--- config.mk ---
export PLATFORM = sky130hd
export DESIGN_NAME = alu_execute_stage
export DESIGN_NICKNAME = d
export VERILOG_FILES = /design/src/rtl/alu_execute_stage_pkg.sv /design/src/rtl/alu_seq_multiplier.sv /design/src/rtl/register_with_reset.sv /design/src/rtl/alu_execute_stage.sv
export SDC_FILE = /design/constraint.sdc
export NUM_CORES = 1
export LEC_CHECK = 0
export ABC_AREA = 0
export BUFFER_PORTS_ARGS = -buffer_cell sky130_fd_sc_hd__buf_4
export CORE_MARGIN = 2
export CORE_UTILIZATION = 30
export DETAILED_ROUTE_END_ITERATION = 10
export SYNTH_ARGS = -nofsm -noshare
export SYNTH_HDL_FRONTEND = slang
export SYNTH_SLANG_ARGS = --single-unit
--- constraint.sdc ---
create_clock -name clk_in -period 2.7 [get_ports clk_in]
set_input_delay 0.135 -clock clk_in [delete_from_list [all_inputs] [get_ports clk_in]]
set_output_delay 0.135 -clock clk_in [all_outputs]
set_load 0.02 [all_outputs]
--- src/rtl/alu_execute_stage_pkg.sv ---
// Shared constants for the ALU execute stage: ARM DP opcodes, NZCV bit positions, multiply FSM states.
package alu_execute_stage_pkg;

  localparam logic [3:0] OpAnd = 4'h0;
  localparam logic [3:0] OpEor = 4'h1;
  localparam logic [3:0] OpSub = 4'h2;
  localparam logic [3:0] OpRsb = 4'h3;
  localparam logic [3:0] OpAdd = 4'h4;
  localparam logic [3:0] OpAdc = 4'h5;
  localparam logic [3:0] OpSbc = 4'h6;
  localparam logic [3:0] OpRsc = 4'h7;
  localparam logic [3:0] OpTst = 4'h8;
  localparam logic [3:0] OpTeq = 4'h9;
  localparam logic [3:0] OpCmp = 4'hA;
  localparam logic [3:0] OpCmn = 4'hB;
  localparam logic [3:0] OpOrr = 4'hC;
  localparam logic [3:0] OpMov = 4'hD;
  localparam logic [3:0] OpBic = 4'hE;
  localparam logic [3:0] OpMvn = 4'hF;

  localparam int unsigned FlagN = 3;
  localparam int unsigned FlagZ = 2;
  localparam int unsigned FlagC = 1;
  localparam int unsigned FlagV = 0;

  typedef enum logic [0:0] {
    StIdle = 1'b0,
    StMul  = 1'b1
  } mul_state_e;

  function automatic logic is_arith_op(input logic [3:0] op);
    return op inside {OpSub, OpRsb, OpAdd, OpAdc, OpSbc, OpRsc, OpCmp, OpCmn};
  endfunction

  // Compare/test ops always write flags and never write back.
  function automatic logic is_test_op(input logic [3:0] op);
    return op inside {OpTst, OpTeq, OpCmp, OpCmn};
  endfunction

endpackage

--- src/rtl/alu_seq_multiplier.sv ---
// Iterative shift-add MUL/MLA engine; finishes as soon as the remaining multiplier bits are zero.
module alu_seq_multiplier
  import alu_execute_stage_pkg::*;
#(
  parameter int unsigned DataW = 32,
  parameter int unsigned RdW   = 4
) (
  input  logic             clk_i,
  input  logic             rst_i,
  input  logic             start_i,
  input  logic [DataW-1:0] mcand_i,
  input  logic [DataW-1:0] mplier_i,
  input  logic [DataW-1:0] acc_i,
  input  logic             accumulate_i,
  input  logic [RdW-1:0]   rd_i,
  input  logic             set_flags_i,
  output logic             busy_o,
  output logic             done_o,
  output logic [DataW-1:0] product_o,
  output logic [RdW-1:0]   rd_o,
  output logic             set_flags_o
);

  mul_state_e       state_q;
  logic [DataW-1:0] acc_q, mcand_q, mplier_q;
  logic [DataW-1:0] acc_next, mplier_next;

  always_comb begin
    acc_next    = acc_q + (mplier_q[0] ? mcand_q : '0);
    mplier_next = mplier_q >> 1;
  end

  assign busy_o    = (state_q == StMul);
  assign done_o    = (state_q == StMul) && (mplier_next == '0);
  assign product_o = acc_next;

  always_ff @(posedge clk_i or posedge rst_i) begin
    if (rst_i) begin
      state_q     <= StIdle;
      acc_q       <= '0;
      mcand_q     <= '0;
      mplier_q    <= '0;
      rd_o        <= '0;
      set_flags_o <= 1'b0;
    end else begin
      unique case (state_q)
        StIdle: begin
          if (start_i) begin
            state_q     <= StMul;
            acc_q       <= accumulate_i ? acc_i : '0;
            mcand_q     <= mcand_i;
            mplier_q    <= mplier_i;
            rd_o        <= rd_i;
            set_flags_o <= set_flags_i;
          end
        end
        StMul: begin
          acc_q    <= acc_next;
          mcand_q  <= mcand_q << 1;
          mplier_q <= mplier_next;
          if (mplier_next == '0) begin
            state_q <= StIdle;
          end
        end
      endcase
    end
  end

endmodule

--- src/rtl/register_with_reset.sv ---
// Plain D register with asynchronous active-high reset to zero.
module register_with_reset #(
  parameter int unsigned Width = 1
) (
  input  logic             clk_i,
  input  logic             rst_i,
  input  logic [Width-1:0] d_i,
  output logic [Width-1:0] q_o
);

  always_ff @(posedge clk_i or posedge rst_i) begin
    if (rst_i) begin
      q_o <= '0;
    end else begin
      q_o <= d_i;
    end
  end

endmodule

--- src/rtl/alu_execute_stage.sv ---
// ALU execute stage: ARM DP ops with NZCV generation, plus an optional stalling MUL/MLA engine
// enabled by defining ALU_EXECUTE_STAGE_MUL_EN.
module alu_execute_stage
  import alu_execute_stage_pkg::*;
#(
  parameter int unsigned DATA_W = 32,
  parameter int unsigned RD_W   = 4
) (
  input  logic              clk_in,
  input  logic              reset_in,
  input  logic              valid_in,
  input  logic [DATA_W-1:0] operand_a_in,
  input  logic [DATA_W-1:0] shifted_operandB_in,
  input  logic [DATA_W-1:0] acc_operand_in,
  input  logic              instr_exec_in,
  input  logic              carry_frm_barrel_shifter_in,
  input  logic [3:0]        alu_opcode_in,
  input  logic              set_flags_in,
  input  logic              mul_in,
  input  logic              accumulate_in,
  input  logic [RD_W-1:0]   rd_in,
  input  logic [3:0]        flags_in,
  output logic [DATA_W-1:0] result_out,
  output logic [RD_W-1:0]   rd_out,
  output logic              wb_en_out,
  output logic [3:0]        flags_out,
  output logic              flags_wr_out,
  output logic              stall_out
);

  logic              stall, accept;
  logic              mul_done, mul_set_flags;
  logic [DATA_W-1:0] mul_product;
  logic [RD_W-1:0]   mul_rd;

  assign accept    = valid_in & ~stall;
  assign stall_out = stall;

`ifdef ALU_EXECUTE_STAGE_MUL_EN
  alu_seq_multiplier #(
    .DataW(DATA_W),
    .RdW  (RD_W)
  ) u_mul (
    .clk_i       (clk_in),
    .rst_i       (reset_in),
    .start_i     (accept & instr_exec_in & mul_in),
    .mcand_i     (operand_a_in),
    .mplier_i    (shifted_operandB_in),
    .acc_i       (acc_operand_in),
    .accumulate_i(accumulate_in),
    .rd_i        (rd_in),
    .set_flags_i (set_flags_in),
    .busy_o      (stall),
    .done_o      (mul_done),
    .product_o   (mul_product),
    .rd_o        (mul_rd),
    .set_flags_o (mul_set_flags)
  );
`else
  logic unused_mul_inputs;
  assign unused_mul_inputs = ^{acc_operand_in, accumulate_in};
  assign stall         = 1'b0;
  assign mul_done      = 1'b0;
  assign mul_set_flags = 1'b0;
  assign mul_product   = '0;
  assign mul_rd        = '0;
`endif

  logic [DATA_W-1:0] add_x, add_y, dp_result;
  logic [DATA_W:0]   add_sum;
  logic              add_cin, is_arith, is_test;
  logic [3:0]        dp_flags, mul_flags;

  assign is_arith = is_arith_op(alu_opcode_in);
  assign is_test  = is_test_op(alu_opcode_in);

  // Subtracts are folded into one 33-bit adder as x + ~y + cin, so carry-out is NOT borrow.
  always_comb begin
    add_x   = operand_a_in;
    add_y   = shifted_operandB_in;
    add_cin = 1'b0;
    case (alu_opcode_in)
      OpSub, OpCmp: begin
        add_y   = ~shifted_operandB_in;
        add_cin = 1'b1;
      end
      OpRsb: begin
        add_x   = shifted_operandB_in;
        add_y   = ~operand_a_in;
        add_cin = 1'b1;
      end
      OpAdc: add_cin = flags_in[FlagC];
      OpSbc: begin
        add_y   = ~shifted_operandB_in;
        add_cin = flags_in[FlagC];
      end
      OpRsc: begin
        add_x   = shifted_operandB_in;
        add_y   = ~operand_a_in;
        add_cin = flags_in[FlagC];
      end
      default: ;
    endcase
    add_sum = {1'b0, add_x} + {1'b0, add_y} + {{DATA_W{1'b0}}, add_cin};
  end

  always_comb begin
    case (alu_opcode_in)
      OpAnd, OpTst: dp_result = operand_a_in & shifted_operandB_in;
      OpEor, OpTeq: dp_result = operand_a_in ^ shifted_operandB_in;
      OpOrr:        dp_result = operand_a_in | shifted_operandB_in;
      OpMov:        dp_result = shifted_operandB_in;
      OpBic:        dp_result = operand_a_in & ~shifted_operandB_in;
      OpMvn:        dp_result = ~shifted_operandB_in;
      default:      dp_result = add_sum[DATA_W-1:0];
    endcase

    dp_flags        = '0;
    dp_flags[FlagN] = dp_result[DATA_W-1];
    dp_flags[FlagZ] = (dp_result == '0);
    dp_flags[FlagC] = is_arith ? add_sum[DATA_W] : carry_frm_barrel_shifter_in;
    dp_flags[FlagV] = is_arith ? ((add_x[DATA_W-1] == add_y[DATA_W-1]) &&
                                  (add_sum[DATA_W-1] != add_x[DATA_W-1]))
                               : flags_in[FlagV];

    mul_flags        = flags_in;
    mul_flags[FlagN] = mul_product[DATA_W-1];
    mul_flags[FlagZ] = (mul_product == '0);
  end

  logic [DATA_W-1:0] result_d;
  logic [RD_W-1:0]   rd_d;
  logic [3:0]        flags_d;
  logic              wb_en_d, flags_wr_d;

  // Completion of a multiply never coincides with an accept: accept needs stall low.
  always_comb begin
    result_d   = result_out;
    rd_d       = rd_out;
    flags_d    = flags_out;
    wb_en_d    = 1'b0;
    flags_wr_d = 1'b0;
    if (mul_done) begin
      result_d   = mul_product;
      rd_d       = mul_rd;
      wb_en_d    = 1'b1;
      flags_wr_d = mul_set_flags;
      flags_d    = mul_set_flags ? mul_flags : flags_in;
    end else if (accept && instr_exec_in && !mul_in) begin
      result_d   = dp_result;
      rd_d       = rd_in;
      wb_en_d    = ~is_test;
      flags_wr_d = is_test | set_flags_in;
      flags_d    = (is_test | set_flags_in) ? dp_flags : flags_in;
    end
  end

  register_with_reset #(.Width(DATA_W)) u_result_reg (
    .clk_i(clk_in), .rst_i(reset_in), .d_i(result_d), .q_o(result_out)
  );
  register_with_reset #(.Width(RD_W)) u_rd_reg (
    .clk_i(clk_in), .rst_i(reset_in), .d_i(rd_d), .q_o(rd_out)
  );
  register_with_reset #(.Width(4)) u_flags_reg (
    .clk_i(clk_in), .rst_i(reset_in), .d_i(flags_d), .q_o(flags_out)
  );
  register_with_reset #(.Width(1)) u_wb_en_reg (
    .clk_i(clk_in), .rst_i(reset_in), .d_i(wb_en_d), .q_o(wb_en_out)
  );
  register_with_reset #(.Width(1)) u_flags_wr_reg (
    .clk_i(clk_in), .rst_i(reset_in), .d_i(flags_wr_d), .q_o(flags_wr_out)
  );

endmodule

== Word-level counts from Yosys, hierarchy flattened ==
Index checks and enable logic that the tools add are counted.

* Register bits: 42
* Input bits: 116
* Output and inout port bits: 43
* Logic and storage cells: 55

* Add/sub/neg operators: 2
* Equal/unequal tests: 17
* Multiplexer cells: 9
* Bitwise operators: 8
* Reduce and logical (&&, ||, !) cells: 14

{| class="wikitable"
|+ Operators by type and width
! cell !! number
|-
| 32-bit case mux with 6 select lines || 1
|-
| 32-bit AND || 2
|-
| 32-bit inverter || 2
|-
| 32-bit case mux with 2 select lines || 1
|-
| 32-bit by 32-bit adder with 33-bit output || 1
|-
| 33-bit by 1-bit adder with 33-bit output || 1
|-
| 4-bit equality test (second input constant) || 8
|-
| 32-bit zero test || 1
|-
| 32-bit 2-to-1 mux || 1
|-
| 32-bit bitwise OR || 1
|-
| 32-bit bitwise XOR || 1
|-
| 4-bit by 3-bit equality test with 1-bit output (second input constant) || 4
|-
| 3-bit OR reduction || 3
|-
| 4-bit by 2-bit equality test with 1-bit output (second input constant) || 2
|-
| 8-bit nonzero test || 1
|-
| 2-bit OR reduction || 3
|-
| 4-bit by 1-bit equality test with 1-bit output (second input constant) || 1
|-
| 4-bit zero test || 1
|-
| 1-bit 2-to-1 mux || 4
|-
| 4-bit 2-to-1 mux || 1
|-
| 4-bit nonzero test || 1
|-
| 1-bit logical AND || 3
|-
| 1-bit case mux with 2 select lines || 1
|-
| 1-bit equality test || 1
|-
| 4 further kinds || 4
|}

== Logic depth before layout (Yosys ltp) ==
* Word-level depth: 9
* Depth in mapped cells: 24
* Gate-level depth less buffers: 17

== Cells and area by module ==
From an unflattened synthesis, not the netlist that was laid out.

* Cells, all modules: 986
* Area, all modules: 6720.2 um^2

{| class="wikitable"
|+ By module, submodules not included
! module !! times used !! cells an instance !! area each (um^2) !! seq. area each (um^2)
|-
| alu_execute_stage || 1 || 939 || 5650.4 || 0.0
|-
| register_with_reset (u_result_reg) || 1 || 33 || 804.5 || 800.8
|-
| register_with_reset (u_flags_reg ...) || 2 || 5 || 103.8 || 100.1
|-
| register_with_reset (u_flags_wr_reg ...) || 2 || 2 || 28.8 || 25.0
|}

== Least setup slack after synthesis ==
Ideal clock, no wire load.

* Path kind: in2reg
* From: in alu_opcode_in[0]
* To: reg u_flags_reg.q_o[2]
* Library setup time: 0.076 ns
* Arrival: 5.740 ns
* Required time: 2.624 ns
* Setup slack: -3.117 ns
* Stages on the path: 22
* Buffers on the path: 7
* Cell sequence: buf_2 -> clkbuf_1 -> buf_2 -> buf_1 -> clkbuf_1 -> clkbuf_1 -> nand3b_1 -> clkbuf_1 -> nand2_1 -> o21ai_0 -> fa_1 -> fa_1 -> a21o_1 -> a221oi_2 -> or4_4 -> a311oi_1 -> nor3b_1 -> nand4_1 -> or4b_1 -> or4_1 -> or4b_1 -> o21ai_1

* Longest elaborated chain between the ends: 8
* Elaborated cells on any way between the ends: 31
* Those cells by class: add/sub (2); eq/ne (14); mux (5); bitwise (1); reduce/logical (9)

{| class="wikitable"
|+ Ends and longest elaborated chain
! item !! RTL line !! text
|-
| from (decl) || alu_execute_stage.sv:17 || <nowiki>input logic [3:0] alu_opcode_in,</nowiki>
|-
| 4-bit by 2-bit equality test with 1-bit output, or another cell as far along || alu_execute_stage.sv:82 || <nowiki>case (alu_opcode_in)</nowiki>
|-
| 3-bit OR reduction (no line) / 2-bit OR reduction (equally long branches) || -- ||
|-
| 32-bit case mux with 2 select lines / 32-bit 2-to-1 mux (equally long branches) || alu_execute_stage.sv:82 ||
|-
| 32-bit by 32-bit adder with 33-bit output || alu_execute_stage.sv:104 || <nowiki>add_sum = {1'b0, add_x} + {1'b0, add_y} + {{DATA_W{1'b0}}, add_cin};</nowiki>
|-
| 33-bit by 1-bit adder with 33-bit output || alu_execute_stage.sv:104 ||
|-
| 32-bit case mux with 6 select lines || alu_execute_stage.sv:108 || <nowiki>case (alu_opcode_in)</nowiki>
|-
| 32-bit zero test || alu_execute_stage.sv:120 || <nowiki>dp_flags[FlagZ] = (dp_result == '0);</nowiki>
|-
| 4-bit 2-to-1 mux (*) || alu_execute_stage.sv:154 || <nowiki>flags_d = (is_test | set_flags_in) ? dp_flags : flags_in;</nowiki>
|-
| to (signal assigned) || register_with_reset.sv:15 || <nowiki>q_o <= d_i;</nowiki>
|-
| to (decl) || register_with_reset.sv:8 || <nowiki>output logic [Width-1:0] q_o</nowiki>
|}

Mark *: on every way between the ends. The rest lies on a longest branch, timed or not.
A chain may end at the register's enable or synchronous reset.

== Worst setup path after layout ==
* From: in alu_opcode_in[3]
* To: reg u_flags_reg.q_o[2]

The elaborated chain is that of the path after synthesis.

==> out/metrics.cfg <==
[die]
rows = 56
die_x_um = 157
initial_utilization_pct = 30.2
ios = 159
die_area_um2 = 24700
fp.coreArea_um2 = 23300
die_y_um = 157

[critical_path]
worstPathCellList = buf_8, nand3b_1, buf_6, nand2_1, o21ai_2, fa_2, fa_2, a21o_1, a221oi_4, buf_4, xnor2_1, o21ai_1, and4_1, nand4_1, or4b_4, or4_1, or4b_1, o21ai_1
rrSetupSlack_ns = 1.89
rr_startpoint = u_flags_reg.q_o[1]
r2r_end = u_flags_reg.q_o[1]
worstSetupStartpointType = primary input
critPathLaunch = alu_opcode_in[3]
crit_fanout = 9
cpPeakStageDelay_ns = 0.54
cp.required_ns = 2.91
critical_path_arrival_ns = 4.25
cpMaxStageDelayCell = or4b_4
crit_type = primary input to register
cp-end-kind = register
r2r.worst_path.cells = 1

[sta]
fin_worst_skew_ns = 0
hold_slack_ns = 0.0469
setup_viol = 24
hold_violations = 0
fmax_mhz = 248
finalCriticalPeriod_ns = 4.04
period_share_pct = 150
worst_slack_ns = -1.34
rsz0062_at_grt = true
worstMarginPinSlew_ns = 0.904
maxSlewHeadroom_pct = 39.7
maxSlewViolCount = 0

[route]
num_vias = 9222
ant_nets = 0
drt_iter0_drc = 876
dr.pass1.iters = 5
wl_per_cell_um = 17.1
routed_wl_um = 29900
drc = 0
vias_per_cell = 5.28

[synth]
synthFlopType = dfrtp_1
yosys_warnings = 0
synth_most_common_cell = o21ai_0
synth_area_leaders = dfrtp_1 (15%), ha_1 (11%), o21ai_0 (10%)
synth_cell_type_count = 78
syn_inst = 1024
synth_top_area_share_pct = 15.0
netlist_area_um2 = 7030
synth-edff-count = 0
synth_nets = 1205
synth-seq-area-share_pct = 15.0
postSynth.asyncResetShare_pct = 100
synthTopCellsByCount = o21ai_0 (141), nand2_1 (109), a21oi_1 (104)
ys_ff_latch = 42
yosys.area.top_type = dfrtp_1
syn_area_per_cell_um2 = 6.86

[status]
violations = setup timing
status = complete, but fails checks

[place]
place_area_um2 = 10400
gp_congestion = 0.930
portBuffers = 124
dp_hpwl_um = 23700
pre_cts_slack_ns = -1.80

[clocking]
cts_sinks = 42
cts_tree = built
htreeDepth = 2
clk_path_buf_depth = 2
clk_pin_slew_ns = 0.06
cts_hold_buf = 0
root_buffer = clkbuf_16
clock_latency_ns = 0.28
numCtsBuffers = 5

[grt]
antenna_found_initial = 0
grt_overflow = 0
grt_usage_pct = 23.6
grt_max_degree = 72
first_global_vias = 8571
grt_pass1_wl_um = 46100

[power]
powerDensity_nw_per_um2 = 428
ir_drop_mv = 0.358
p_leak_uw = 0.00554

[run]
maxCapViolCount = 0

[layout]
fin_area_um2 = 11400
nets = 1606
synthToLayoutAreaGrowth_pct = 62.7
drive_above_1_share_pct = 42.0

[worst_hold_path]
hp-class = primary input to asynchronous set/reset pin

-- registers in the layout, indices dropped and copies added (netlist names) --
signal,count
u_flags_reg.q_o,4
u_flags_wr_reg.q_o,1
u_rd_reg.q_o,4
u_result_reg.q_o,32
u_wb_en_reg.q_o,1
-- per-layer routing --
metal  vias to the layer above  share of wire, %  wire [um]  global-route usage [%]
met4                         0               2.0        609                    6.02
met1                      4260                47      13900                    33.9
li1                       4557                 -          -                       -
met5                         -                 0          0                       0
met3                        47               6.7       2010                    2.01
met2                       358                45      13300                    38.0
-- kinds of logic after synthesis --
family	synth area share [%]
AO/OA/AOI/OAI	35.4
AND/OR/NAND/NOR	20.7
buffers and inverters	8.92
flip-flops	15.0
XOR/XNOR	3.74
adder cells (fa/ha/maj)	11.8
multiplexers	4.47
other	0.0534
-- cells in the final DEF (no fill, tap or decap), drive strengths merged, types with 16 or more instances in the layout --
cell type,n
inv,75
mux2,16
dfrtp,42
nor3,20
nand3,30
nand2,109
buf,471
ha,63
a21oi,104
xnor2,17
nor2,72
o21ai,142
a21o,16
-- where the power goes --
part           total, uW  leakage (uW)  switching (uW)  internal, uW
clock network        561     0.0000640             223           338
registers            867      0.000526            82.3           785
logic               3460       0.00495            1740          1730
-- per-stage QoR --
step / power [uW] / cells / TNS (ns) / utilization, %
floorplan: 2360 / 1024 / -28.44 / -
global route: 5220 / 1744 / -16.37 / 49.1
CTS: 4750 / 1732 / -9.51 / 48.1
global placement: 3800 / 1697 / -21.70 / 44.6
finish: 4890 / 1745 / -12.39 / 49.1
detailed placement: 3840 / 1697 / -23.35 / 44.6
-- how the worst max path moves through the flow --
stage                               to  slack (ns)  cells past startpoint
finish              u_flags_reg.q_o[2]       -1.34                     18
global route        u_flags_reg.q_o[2]       -1.59                     21
CTS                 u_flags_reg.q_o[2]       -1.29                     20
detailed placement  u_flags_reg.q_o[2]       -1.80                     19
global placement    u_flags_reg.q_o[2]       -1.69                     18
floorplan           u_flags_reg.q_o[2]       -2.23                     23
-- worst max-delay path: cells and delay by family --
family,cells,cell delay [ns]
xor+xnor,1,0.05
fa+ha+maj,2,0.75
buf+inv,3,0.44
compound gates,5,0.84
simple gates,7,2.01
-- timing repair --
action,CTS,global route
resized for setup,125,51
setup endpoints to repair,28,28
pin swaps,34,12
buffers inserted,27,13
cloned,1,0
-- cell type report --
cell class              instances  area [um2]
clock buffers                   7         133
diodes                          1        2.50
well taps                     319         399
inverters                      75         282
flip-flops and latches         42        1050
fillers                      2339       11800
multi-input cells             829        5860
repair buffers                472        3700
(Power assumes the default switching activity.)
